$ cat src/rtl/sda_ptos_tx.sv
// Parallel-to-serial two-wire (scl/sda) transmitter with start/stop framing, MSB first.
// Optional even parity bit after bit 0 when SDA_PARITY_EN is defined.
module sda_ptos_tx #(
    parameter int unsigned DATA_W   = 4,
    parameter int unsigned HALF_DIV = 2
) (
    input  logic              sclk,
    input  logic              rst,
    input  logic [DATA_W-1:0] data_in,
    input  logic              data_valid,
    output logic              data_ready,
    output logic              scl,
    output logic              sda,
    output logic              busy,
    output logic              done
);

`ifdef SDA_PARITY_EN
    localparam int unsigned N = DATA_W + 1;
`else
    localparam int unsigned N = DATA_W;
`endif
    localparam int unsigned PH_W = (HALF_DIV > 1) ? $clog2(HALF_DIV) : 1;
    localparam int unsigned BC_W = (N > 1) ? $clog2(N) : 1;
    localparam logic [PH_W-1:0] PH_LAST = PH_W'(HALF_DIV - 1);
    localparam logic [BC_W-1:0] BC_LAST = BC_W'(N - 1);

    localparam logic [2:0] ST_IDLE    = 3'd0;
    localparam logic [2:0] ST_START   = 3'd1;
    localparam logic [2:0] ST_BIT_LO  = 3'd2;
    localparam logic [2:0] ST_BIT_HI  = 3'd3;
    localparam logic [2:0] ST_STOP_LO = 3'd4;
    localparam logic [2:0] ST_STOP_HI = 3'd5;
    localparam logic [2:0] ST_GAP     = 3'd6;

    logic [2:0]      state_q, state_d;
    logic [PH_W-1:0] phase_q, phase_d;
    logic [BC_W-1:0] bit_cnt_q, bit_cnt_d;
    logic [N-1:0]    shreg_q, shreg_d;
    logic            scl_q, scl_d;
    logic            sda_q, sda_d;
    logic            ready_q, ready_d;
    logic            busy_q, busy_d;
    logic            done_q, done_d;
    logic            phase_last;
    logic            accept;

    assign phase_last = (phase_q == PH_LAST);
    assign accept     = (state_q == ST_IDLE) && data_valid && ready_q;

    always_comb begin
        state_d   = state_q;
        phase_d   = phase_last ? '0 : phase_q + PH_W'(1);
        bit_cnt_d = bit_cnt_q;
        shreg_d   = shreg_q;
        case (state_q)
            ST_IDLE: begin
                phase_d = '0;
                if (accept) begin
                    state_d   = ST_START;
                    bit_cnt_d = '0;
`ifdef SDA_PARITY_EN
                    shreg_d   = {data_in, ^data_in};
`else
                    shreg_d   = data_in;
`endif
                end
            end
            ST_START:   if (phase_last) state_d = ST_BIT_LO;
            ST_BIT_LO:  if (phase_last) state_d = ST_BIT_HI;
            ST_BIT_HI: begin
                if (phase_last) begin
                    if (bit_cnt_q == BC_LAST) begin
                        state_d = ST_STOP_LO;
                    end else begin
                        state_d   = ST_BIT_LO;
                        bit_cnt_d = bit_cnt_q + BC_W'(1);
                        shreg_d   = shreg_q << 1;
                    end
                end
            end
            ST_STOP_LO: if (phase_last) state_d = ST_STOP_HI;
            ST_STOP_HI: if (phase_last) state_d = ST_GAP;
            ST_GAP:     if (phase_last) state_d = ST_IDLE;
            default: begin
                state_d = ST_IDLE;
                phase_d = '0;
            end
        endcase
    end

    // Outputs are registered from the next state so they line up with the state they describe.
    always_comb begin
        scl_d = 1'b1;
        sda_d = 1'b1;
        case (state_d)
            ST_START:   begin scl_d = 1'b1; sda_d = 1'b0;           end
            ST_BIT_LO:  begin scl_d = 1'b0; sda_d = shreg_d[N-1];   end
            ST_BIT_HI:  begin scl_d = 1'b1; sda_d = shreg_d[N-1];   end
            ST_STOP_LO: begin scl_d = 1'b0; sda_d = 1'b0;           end
            ST_STOP_HI: begin scl_d = 1'b1; sda_d = 1'b0;           end
            default:    begin scl_d = 1'b1; sda_d = 1'b1;           end
        endcase
        ready_d = (state_d == ST_IDLE);
        busy_d  = (state_d != ST_IDLE);
        done_d  = (state_d == ST_GAP) && (phase_d == PH_LAST);
    end

    always_ff @(posedge sclk) begin
        if (rst) begin
            state_q   <= ST_IDLE;
            phase_q   <= '0;
            bit_cnt_q <= '0;
            shreg_q   <= '0;
            scl_q     <= 1'b1;
            sda_q     <= 1'b1;
            ready_q   <= 1'b0;
            busy_q    <= 1'b0;
            done_q    <= 1'b0;
        end else begin
            state_q   <= state_d;
            phase_q   <= phase_d;
            bit_cnt_q <= bit_cnt_d;
            shreg_q   <= shreg_d;
            scl_q     <= scl_d;
            sda_q     <= sda_d;
            ready_q   <= ready_d;
            busy_q    <= busy_d;
            done_q    <= done_d;
        end
    end

    assign scl        = scl_q;
    assign sda        = sda_q;
    assign data_ready = ready_q;
    assign busy       = busy_q;
    assign done       = done_q;

endmodule
$ cat config.mk
export PLATFORM = sky130hd
export DESIGN_NAME = sda_ptos_tx
export DESIGN_NICKNAME = d
export VERILOG_FILES = /design/src/rtl/sda_ptos_tx.sv
export SDC_FILE = /design/constraint.sdc
export NUM_CORES = 1
export LEC_CHECK = 0
export BUFFER_PORTS_ARGS = -buffer_cell sky130_fd_sc_hd__buf_2
export CAP_MARGIN = 20
export CORE_AREA = 5 5 43 45
export CTS_BUF_LIST = sky130_fd_sc_hd__clkbuf_2 sky130_fd_sc_hd__clkbuf_4 sky130_fd_sc_hd__clkbuf_8
export DETAILED_ROUTE_END_ITERATION = 6
export DIE_AREA = 0 0 48 50
export PLACE_DENSITY = 0.7
export SYNTH_ARGS = -nofsm -noshare
export SYNTH_HDL_FRONTEND = slang
export SYNTH_SLANG_ARGS = --single-unit
$ cat constraint.sdc
create_clock -name sclk -period 1.7 [get_ports sclk]
set_clock_uncertainty 0.2 [all_clocks]
set_input_delay 0.34 -clock sclk [delete_from_list [all_inputs] [get_ports sclk]]
set_output_delay 0.34 -clock sclk [all_outputs]
set_load 0.005 [all_outputs]
==> results of run 1 <==
## worst reg2reg max path, cell delays in order, from the launching register on
cell and delay [ns]:
dfxtp_2 0.34, or2_4 0.26, o32a_4 0.40, a221oi_4 0.26, a2bb2oi_2 0.07
## placed cells by master (no fill, tap or decap), drive strengths merged, types with 3 or more instances in the layout
cell / netlist / final
buf: 2 / 19
dfxtp: 15 / 15
nor2: 9 / 9
a21oi: 6 / 6
nand2: 5 / 5
clkbuf: 1 / 4
o21ai: 3 / 3
nor3: 3 / 3
a22oi: 3 / 3
## layer usage
layer  wire (microns)  track usage, %
met5                0               0
met3               74            4.73
met4               18            5.38
met2              715            24.0
met1              663            18.2
## metrics by stage
stage                     hold WS, ns  worst slack, ns
after floorplan                 0.224           0.0346
after global placement          0.248           0.0495
after detailed placement        0.254           0.0369
after CTS                      0.0587           0.0157
after global routing           0.0394        -0.000917
final                          0.0564           0.0498
## cell families after synthesis
logic type,after synthesis,share of synthesized area (%)
XOR/XNOR,1,1.28
adder cells (fa/ha/maj),1,1.83
multiplexers,1,1.65
AO/OA/AOI/OAI,21,23.8
flip-flops,15,43.9
AND/OR/NAND/NOR,30,23.6
buffers and inverters,5,4.02
## power by group
group	switching [W]	leakage (nW)	internal (W)
Combinational	0.000285	0.214	0.000303
Clock	0.000106	0.0184	0.000107
Sequential	0.0000633	0.124	0.000440
## area by class of cell
| cell class | instances | area, sq um | share of cell area, % |
|---|---|---|---|
| well taps | 16 | 20.0 | 2.30 |
| multi-input cells | 54 | 393 | 45.2 |
| clock buffers | 4 | 30.0 | 3.45 |
| flip-flops and latches | 15 | 304 | 35.0 |
| repair buffers | 19 | 115 | 13.2 |
| inverters | 2 | 7.51 | 0.863 |
## sequential cells by signal (all words and copies together) (netlist names)
register,flops
state_q,3
data_ready,1
scl,1
busy,1
bit_cnt_q,2
phase_last,1
shreg_q,4
sda,1
done,1
## synthesized netlist by cell type (all sizes together) (2+ instances only)
library cell  number
dfxtp             15
nor2               9
a21oi              6
nand2              5
a22oi              3
nor3               3
o21ai              3
a2bb2oi            2
and3               2
buf                2
inv                2
o22ai              2
## worst max-delay path by stage
stage / startpoint / end / slack [ns]
floorplan: state_q[1] / sda / 0.03
global placement: state_q[2] / sda / 0.05
detailed placement: state_q[2] / sda / 0.04
CTS: state_q[2] / sda / 0.02
global route: state_q[2] / sda / -0.0009
finish: state_q[2] / sda / 0.05
==> flow_summary_export.csv, run 1 <==
group,metric,value,unit
outcome,outcome,"complete, no violations",
clock_tree,path_clk_slew,0.09,ns
global_route,track_usage,15.1,%
route,num_vias,607,
setup_path,rrSetupSlack,0.05,ns
route,ant_nets,0,
global_route,antenna_found_initial,0,
clock_tree,clock_sinks,15,
yosys,synthFlopType,"dfxtp_1",
setup_path,crit_family,"compound AO/OA/AOI/OAI gates",
min_path,min_to,"phase_last",
floorplan,core,1440,sq um
yosys,avgSynthCellArea,9.25,sq um
power_and_ir_drop,design_power_total,0.00130,W
finish,drive_above_1_share,36.2,%
setup_path,r2r-end,"sda",
yosys,synth_cell_types,34,
min_path,hold_path.class,"input port to register",
setup_path,crit_buf_inv,0,
clock_tree,cts_resized,0,
sta,hold_violations,0,
floorplan,num_rows,14,
floorplan,initial_core_util,47.6,%
route,drtPass1Iterations,4,
sta,setup_tns,0,ns
power_and_ir_drop,p_per_area,1500,nW/um^2
setup_path,critical_path_class,"register to register",
finish,nets,103,
yosys,syn_nets,82,
route,drc,0,
sta,tightest_slew,0.312,ns
clock_tree,postCtsHoldBufs,0,
clock_tree,clock_path_buffers,2,
setup_path,crit_path_start_kind,"register",
floorplan,die_area,2400,sq um
clock_tree,htreeDepth,1,
power_and_ir_drop,ir_drop,0.773,mV
clock_tree,cts_setup_buffers,0,
sta,max_freq,606,MHz
floorplan,ios,12,
placed_design,port_buffers,11,
setup_path,cp.depth,4,
global_route,grt-ovfl-total,0,
yosys,synth-edff-count,0,
global_route,grt_max_degree,14,
yosys,synth.area.top_cells,"dfxtp_1 44%, nor2_1 4.9%, a21oi_1 4.4%",
floorplan,die-width,48,microns
placed_design,finalWeightedCongestion,0.815,
min_path,min_path_cells,2,
finish,n_fill_cell,130,
route,wl,1470,microns
setup_path,cp.arrival,1.61,ns
placed_design,dp.cells,106,
clock_tree,clock_latency,0.28,ns
sta,relSlewSlack,79.0,%
yosys,async_reset_ff_share,0,%
flow_run,timing.max_cap.violations,0,
placed_design,dpl_cell_area,800,sq um
clock_tree,cts_buffers,3,
yosys,yosysTopAreaCell,"dfxtp_1",
clock_tree,cts_tree,"done",
yosys,yosysSeqAreaShare,43.9,%
finish,n_antenna_cell,0,
placed_design,hpwl,1150,microns
setup_path,critPathMaxStageDelay,0.40,ns
sta,fin_crit,1.65,ns
floorplan,die_h,50,microns
global_route,grt_pass1_vias,653,
sta,finalCritPeriodShare,97.1,%
finish,finalNonFillerCells,110,
min_path,min_from,"rst",
sta,final-max-slew-violation-count,0,
route,vias_per_cell,5.52,
sta,rsz0062_at_grt,"yes",
global_route,grt_pass1_wl,2620,microns
yosys,ys_seq_elements,15,
route,drt_iter0_drc,7,
setup_path,worst_path_max_delay_cell,"o32a_4",
finish,syn2layout_area_growth,27.1,%
setup_path,crit_chain,"or2_4, o32a_4, a221oi_4, a2bb2oi_2",
yosys,syn_inst,74,
setup_path,required,1.66,ns
finish,design_area,870,sq um
setup_path,regToRegStartpoint,"state_q[2]",
setup_path,crit_fanout,6,
route,wire_per_inst,13.4,microns
setup_path,endpoint_kind,"register",
yosys,ys_warn_count,0,
power_and_ir_drop,p_leak,0.356,nW
clock_tree,clockRootBuffer,"clkbuf_4",
sta,setup-violations-final,0,
finish,utilization,60.5,%
setup_path,worstRegToRegCells,4,
yosys,yosysTopAreaCellShare,43.9,%
yosys,syn_area,684,sq um
Power figures use the tool's default switching activity.
==> run 2, diff against run 1 <==
- CELL_PAD_IN_SITES_DETAIL_PLACEMENT: not set -> 1
- CELL_PAD_IN_SITES_GLOBAL_PLACEMENT: not set -> 2
- CORE_AREA: 5 5 43 45 -> 5 5 60 51
- DIE_AREA: 0 0 48 50 -> 0 0 65 56
- PLACE_DENSITY: 0.7 -> 0.68
==> flow_summary_export.csv, run 2 (same netlist as run 1, synthesis figures left out) <==
group,metric,value,unit
outcome,outcome,"complete, no violations",
sta,finalCritPeriodShare,97.7,%
setup_path,critical_path_class,"register to register",
power_and_ir_drop,power_frac_seq,38.7,%
sta,hold_violations,0,
clock_tree,cts_buffers,3,
sta,rsz0062_at_grt,"yes",
min_path,hold_path.class,"input port to register",
clock_tree,cts_tree,"done",
global_route,grt_pass1_vias,631,
sta,max_freq,602,MHz
placed_design,finalWeightedCongestion,0.700,
clock_tree,postCtsHoldBufs,0,
clock_tree,path_clk_slew,0.09,ns
sta,holdWs,0.106,ns
global_route,grt_max_degree,10,
finish,multi_input_area,374,sq um
finish,syn2layout_area_growth,28.3,%
setup_path,crit_fanout,7,
finish,largest_reg_flops,4,
placed_design,dpl_worst_slack,0.00125,ns
route,vias_per_cell,4.98,
setup_path,endpoint_kind,"register",
floorplan,die_h,56,microns
setup_path,required,1.67,ns
route,drt_iter0_drc,8,
clock_tree,clock_sinks,15,
power_and_ir_drop,ir_drop,0.587,mV
finish,regMostFlops,"shreg_q",
route,wl_met3,58,microns
power_and_ir_drop,combPwrFrac,45.4,%
power_and_ir_drop,switching_power,0.000470,W
sta,relSlewSlack,79.4,%
floorplan,ios,12,
power_and_ir_drop,design_power_total,0.00129,W
route,drc,0,
setup_path,crit_path_start_kind,"register",
finish,drive_above_1_share,34.4,%
power_and_ir_drop,p_per_area,1470,nW/um^2
global_route,track_usage,10.4,%
finish,reg_top3,"shreg_q x4, state_q x3, bit_cnt_q x2",
power_and_ir_drop,clkPwrFrac,15.9,%
global_route,antenna_found_initial,0,
flow_run,timing.max_cap.violations,0,
finish,final_common_cell,"dfxtp_1",
global_route,grt_pass1_wl,2920,microns
finish,nets,105,
route,wl,1690,microns
sta,layout_setup_ws,0.0395,ns
clock_tree,htreeDepth,1,
floorplan,num_rows,16,
sta,fin_crit,1.66,ns
placed_design,port_buffers,11,
clock_tree,clock_path_buffers,2,
finish,n_fill_cell,283,
sta,tightest_slew,0.306,ns
floorplan,die_area,3640,sq um
finish,final_cell_mix,"13 x dfxtp_1, 11 x buf_2, 10 x buf_4, 9 x nor2_1, 6 x a21oi_1",
route,top_layer,"met4",
sta,setup-violations-final,0,
clock_tree,clockRootBuffer,"clkbuf_4",
route,drtPass1Iterations,3,
power_and_ir_drop,swShare,36.5,%
route,ant_nets,0,
route,wire_per_inst,13.7,microns
floorplan,initial_core_util,28.7,%
clock_tree,clock_latency,0.29,ns
power_and_ir_drop,p_int,0.000817,W
finish,n_antenna_cell,0,
sta,final-max-slew-violation-count,0,
route,num_vias,613,
power_and_ir_drop,p_leak,0.363,nW
setup_path,cp.arrival,1.63,ns
floorplan,core,2380,sq um
clock_tree,cts_setup_buffers,0,
route,wl_met2,734,microns
floorplan,die-width,65,microns
route,wl_met1,883,microns
global_route,grt-ovfl-total,0,
placed_design,hpwl,1360,microns
finish,regArea,305,sq um
[run 2: cell types whose count changed in the layout (fill, tap and decap cells not counted), sizes merged]
cell / delta
buf: +2
clkbuf: -1
clkinv: +1
[run 2: what timing repair did]
item                                    4_1_cts  5_1_grt
endpoints found under the setup margin        1        4
gates resized for setup                       1        4
gates cloned                                  0        0
pin swaps                                     0        2
[run 2: worst max-delay path, cell delays in order (launching register included)]
cell and delay (ns):
dfxtp_4 0.37, or2_4 0.26, o32a_4 0.35, a221oi_4 0.27, a2bb2oi_1 0.09
[run 2: cell type report]
cell class | count | area share (%)
Inverter | 2 | 0.855
Multi-Input combinational cell | 54 | 42.6
Sequential cell | 15 | 34.8
Timing Repair Buffer | 21 | 14.8
Tap cell | 27 | 3.85
Clock inverter | 1 | 0.570
Clock buffer | 3 | 2.56
[run 2: through the flow]
step	util [%]	std cells	setup TNS, ns	cell area [sq um]
2_1_floorplan	-	74	0	684
3_3_place_gp	34.8	119	0	828
3_5_place_dp	34.8	119	0	828
4_1_cts	36.0	123	0	857
5_1_grt	36.9	123	-0.0203	878
6_report	36.9	123	0	878
[run 2: power groups by stage]
stage	Sequential (W)	Combinational (W)	Clock (W)
global route	0.000510	0.000645	0.000228
finish	0.000498	0.000585	0.000205
detailed placement	0.000505	0.000567	0
floorplan	0.000489	0.000386	0
CTS	0.000497	0.000570	0.000215
global placement	0.000504	0.000566	0
[run 2: per-layer routing]
| metal | GRT usage (%) | vias up |
|---|---|---|
| met5 | 0 | - |
| met4 | 2.71 | 0 |
| met3 | 4.24 | 2 |
| met2 | 16.0 | 5 |
| met1 | 13.3 | 289 |
| li1 | - | 317 |
[run 2: worst paths after layout]
path | startpoint | end | slack [ns] | depth (start not counted)
worst max register to register | state_q[2] | sda | 0.04 | 4
worst min register to register | shreg_q[2] | shreg_q[2] | 0.27 | 2
worst min-delay path | data_in[0] | shreg_q[0] | 0.11 | 3
worst max-delay path | state_q[2] | sda | 0.04 | 4
==> run 3, diff against run 2 <==
- CORE_AREA: 5 5 60 51 -> 5 5 65 55
- DIE_AREA: 0 0 65 56 -> 0 0 70 60
- PLACE_DENSITY: 0.68 -> 0.58
==> flow_summary_export.csv, run 3 (same netlist as run 1, synthesis figures left out) <==
group,metric,value,unit
outcome,outcome,"complete, no violations",
setup_path,endpoint_kind,"register",
sta,final-max-slew-violation-count,0,
finish,final_common_cell,"buf_4",
finish,syn2layout_area_growth,38.4,%
clock_tree,postCtsHoldBufs,0,
global_route,antenna_found_initial,0,
sta,rsz0062_at_grt,"no",
sta,layout_setup_ws,0.0640,ns
power_and_ir_drop,design_power_total,0.00135,W
sta,holdWs,0.0355,ns
flow_run,timing.max_cap.violations,0,
min_path,hold_path.class,"input port to register",
finish,finalNonFillerCells,140,
setup_path,crit_fanout,6,
sta,setup-violations-final,0,
power_and_ir_drop,ir_drop,0.672,mV
floorplan,die_area,4200,sq um
clock_tree,path_clk_slew,0.09,ns
placed_design,port_buffers,11,
setup_path,required,1.67,ns
sta,finalCritPeriodShare,96.2,%
power_and_ir_drop,p_leak,0.388,nW
placed_design,dp.cells,136,
placed_design,dpl_worst_slack,0.0104,ns
clock_tree,cts_buffers,3,
route,wl,1840,microns
setup_path,critical_path_class,"register to register",
floorplan,core,2930,sq um
route,ant_nets,0,
sta,max_freq,611,MHz
sta,relSlewSlack,79.8,%
global_route,grt-ovfl-total,0,
clock_tree,clock_latency,0.29,ns
route,drt_iter0_drc,4,
finish,nets,109,
sta,fin_crit,1.64,ns
sta,hold_violations,0,
route,num_vias,645,
floorplan,num_rows,18,
power_and_ir_drop,p_per_area,1420,nW/um^2
global_route,track_usage,9.55,%
finish,n_antenna_cell,0,
clock_tree,clock_path_buffers,2,
finish,regMostFlops,"shreg_q",
sta,tightest_slew,0.300,ns
placed_design,finalWeightedCongestion,0.706,
placed_design,hpwl,1480,microns
route,wire_per_inst,13.1,microns
route,drc,0,
route,vias_per_cell,4.61,
floorplan,ios,12,
clock_tree,htreeDepth,1,
global_route,grt_pass1_vias,680,
floorplan,initial_core_util,23.4,%
route,drtPass1Iterations,3,
floorplan,die-width,70,microns
finish,largest_reg_flops,4,
clock_tree,cts_tree,"done",
setup_path,crit_path_start_kind,"register",
clock_tree,clockRootBuffer,"clkbuf_4",
setup_path,cp.arrival,1.61,ns
global_route,grt_pass1_wl,3070,microns
finish,final_cell_mix,"14 x buf_4, 12 x dfxtp_1, 11 x buf_2, 9 x nor2_1, 6 x a21oi_1",
floorplan,die_h,60,microns
finish,drive_above_1_share,42.0,%
finish,reg_top3,"shreg_q x4, state_q x3, bit_cnt_q x2",
clock_tree,clock_sinks,15,
global_route,grt_max_degree,15,
==> run 3: final cells by class <==
| type | instances | area (sq um) |
|---|---|---|
| Multi-Input combinational cell | 54 | 393 |
| Timing Repair Buffer | 25 | 160 |
| Fill cell | 357 | 1980 |
| Tap cell | 40 | 50.0 |
| Sequential cell | 15 | 307 |
| Clock buffer | 4 | 30.0 |
| Inverter | 2 | 7.51 |
==> run 3: what timing repair did <==
item,in CTS,in global routing
pin swaps,0,2
setup endpoints to repair,2,9
setup buffers,0,0
resized for setup,2,9
==> run 3: worst paths after layout <==
| check | slack [ns] | to | start | depth (start not counted) |
|---|---|---|---|---|
| worst max-delay path | 0.06 | sda | state_q[2] | 4 |
| worst min-delay path | 0.04 | phase_last | rst | 2 |
| worst max register to register | 0.06 | sda | state_q[2] | 4 |
| worst min register to register | 0.27 | shreg_q[2] | shreg_q[2] | 2 |
==> run 3: layer usage <==
layer  track usage (%)  wire length [microns]  up-vias
met1              10.4                    872      309
li1                  -                      -      326
met5                 0                      0        -
met4              3.83                     24        0
met3              3.53                     50        5
met2              17.1                    892        5
==> run 3: critical path: stages, from the launching register on <==
cell and delay [ns]:
dfxtp_4 0.37, or2_4 0.26, o32a_4 0.34, a221oi_4 0.25, a2bb2oi_1 0.09
==> run 3: metrics by stage <==
stage	cell area (sq um)	TNS (ns)	util (%)
after floorplan	684	0	-
after global routing	947	0	32.4
after detailed placement	875	0	29.9
after global placement	875	0	29.9
after CTS	913	-0.00461	31.2
final	947	0	32.4
==> run 3: report_power, final <==
group | switching, W | internal (W)
logic | 0.000298 | 0.000321
clock network | 0.000112 | 0.000107
registers | 0.0000723 | 0.000439
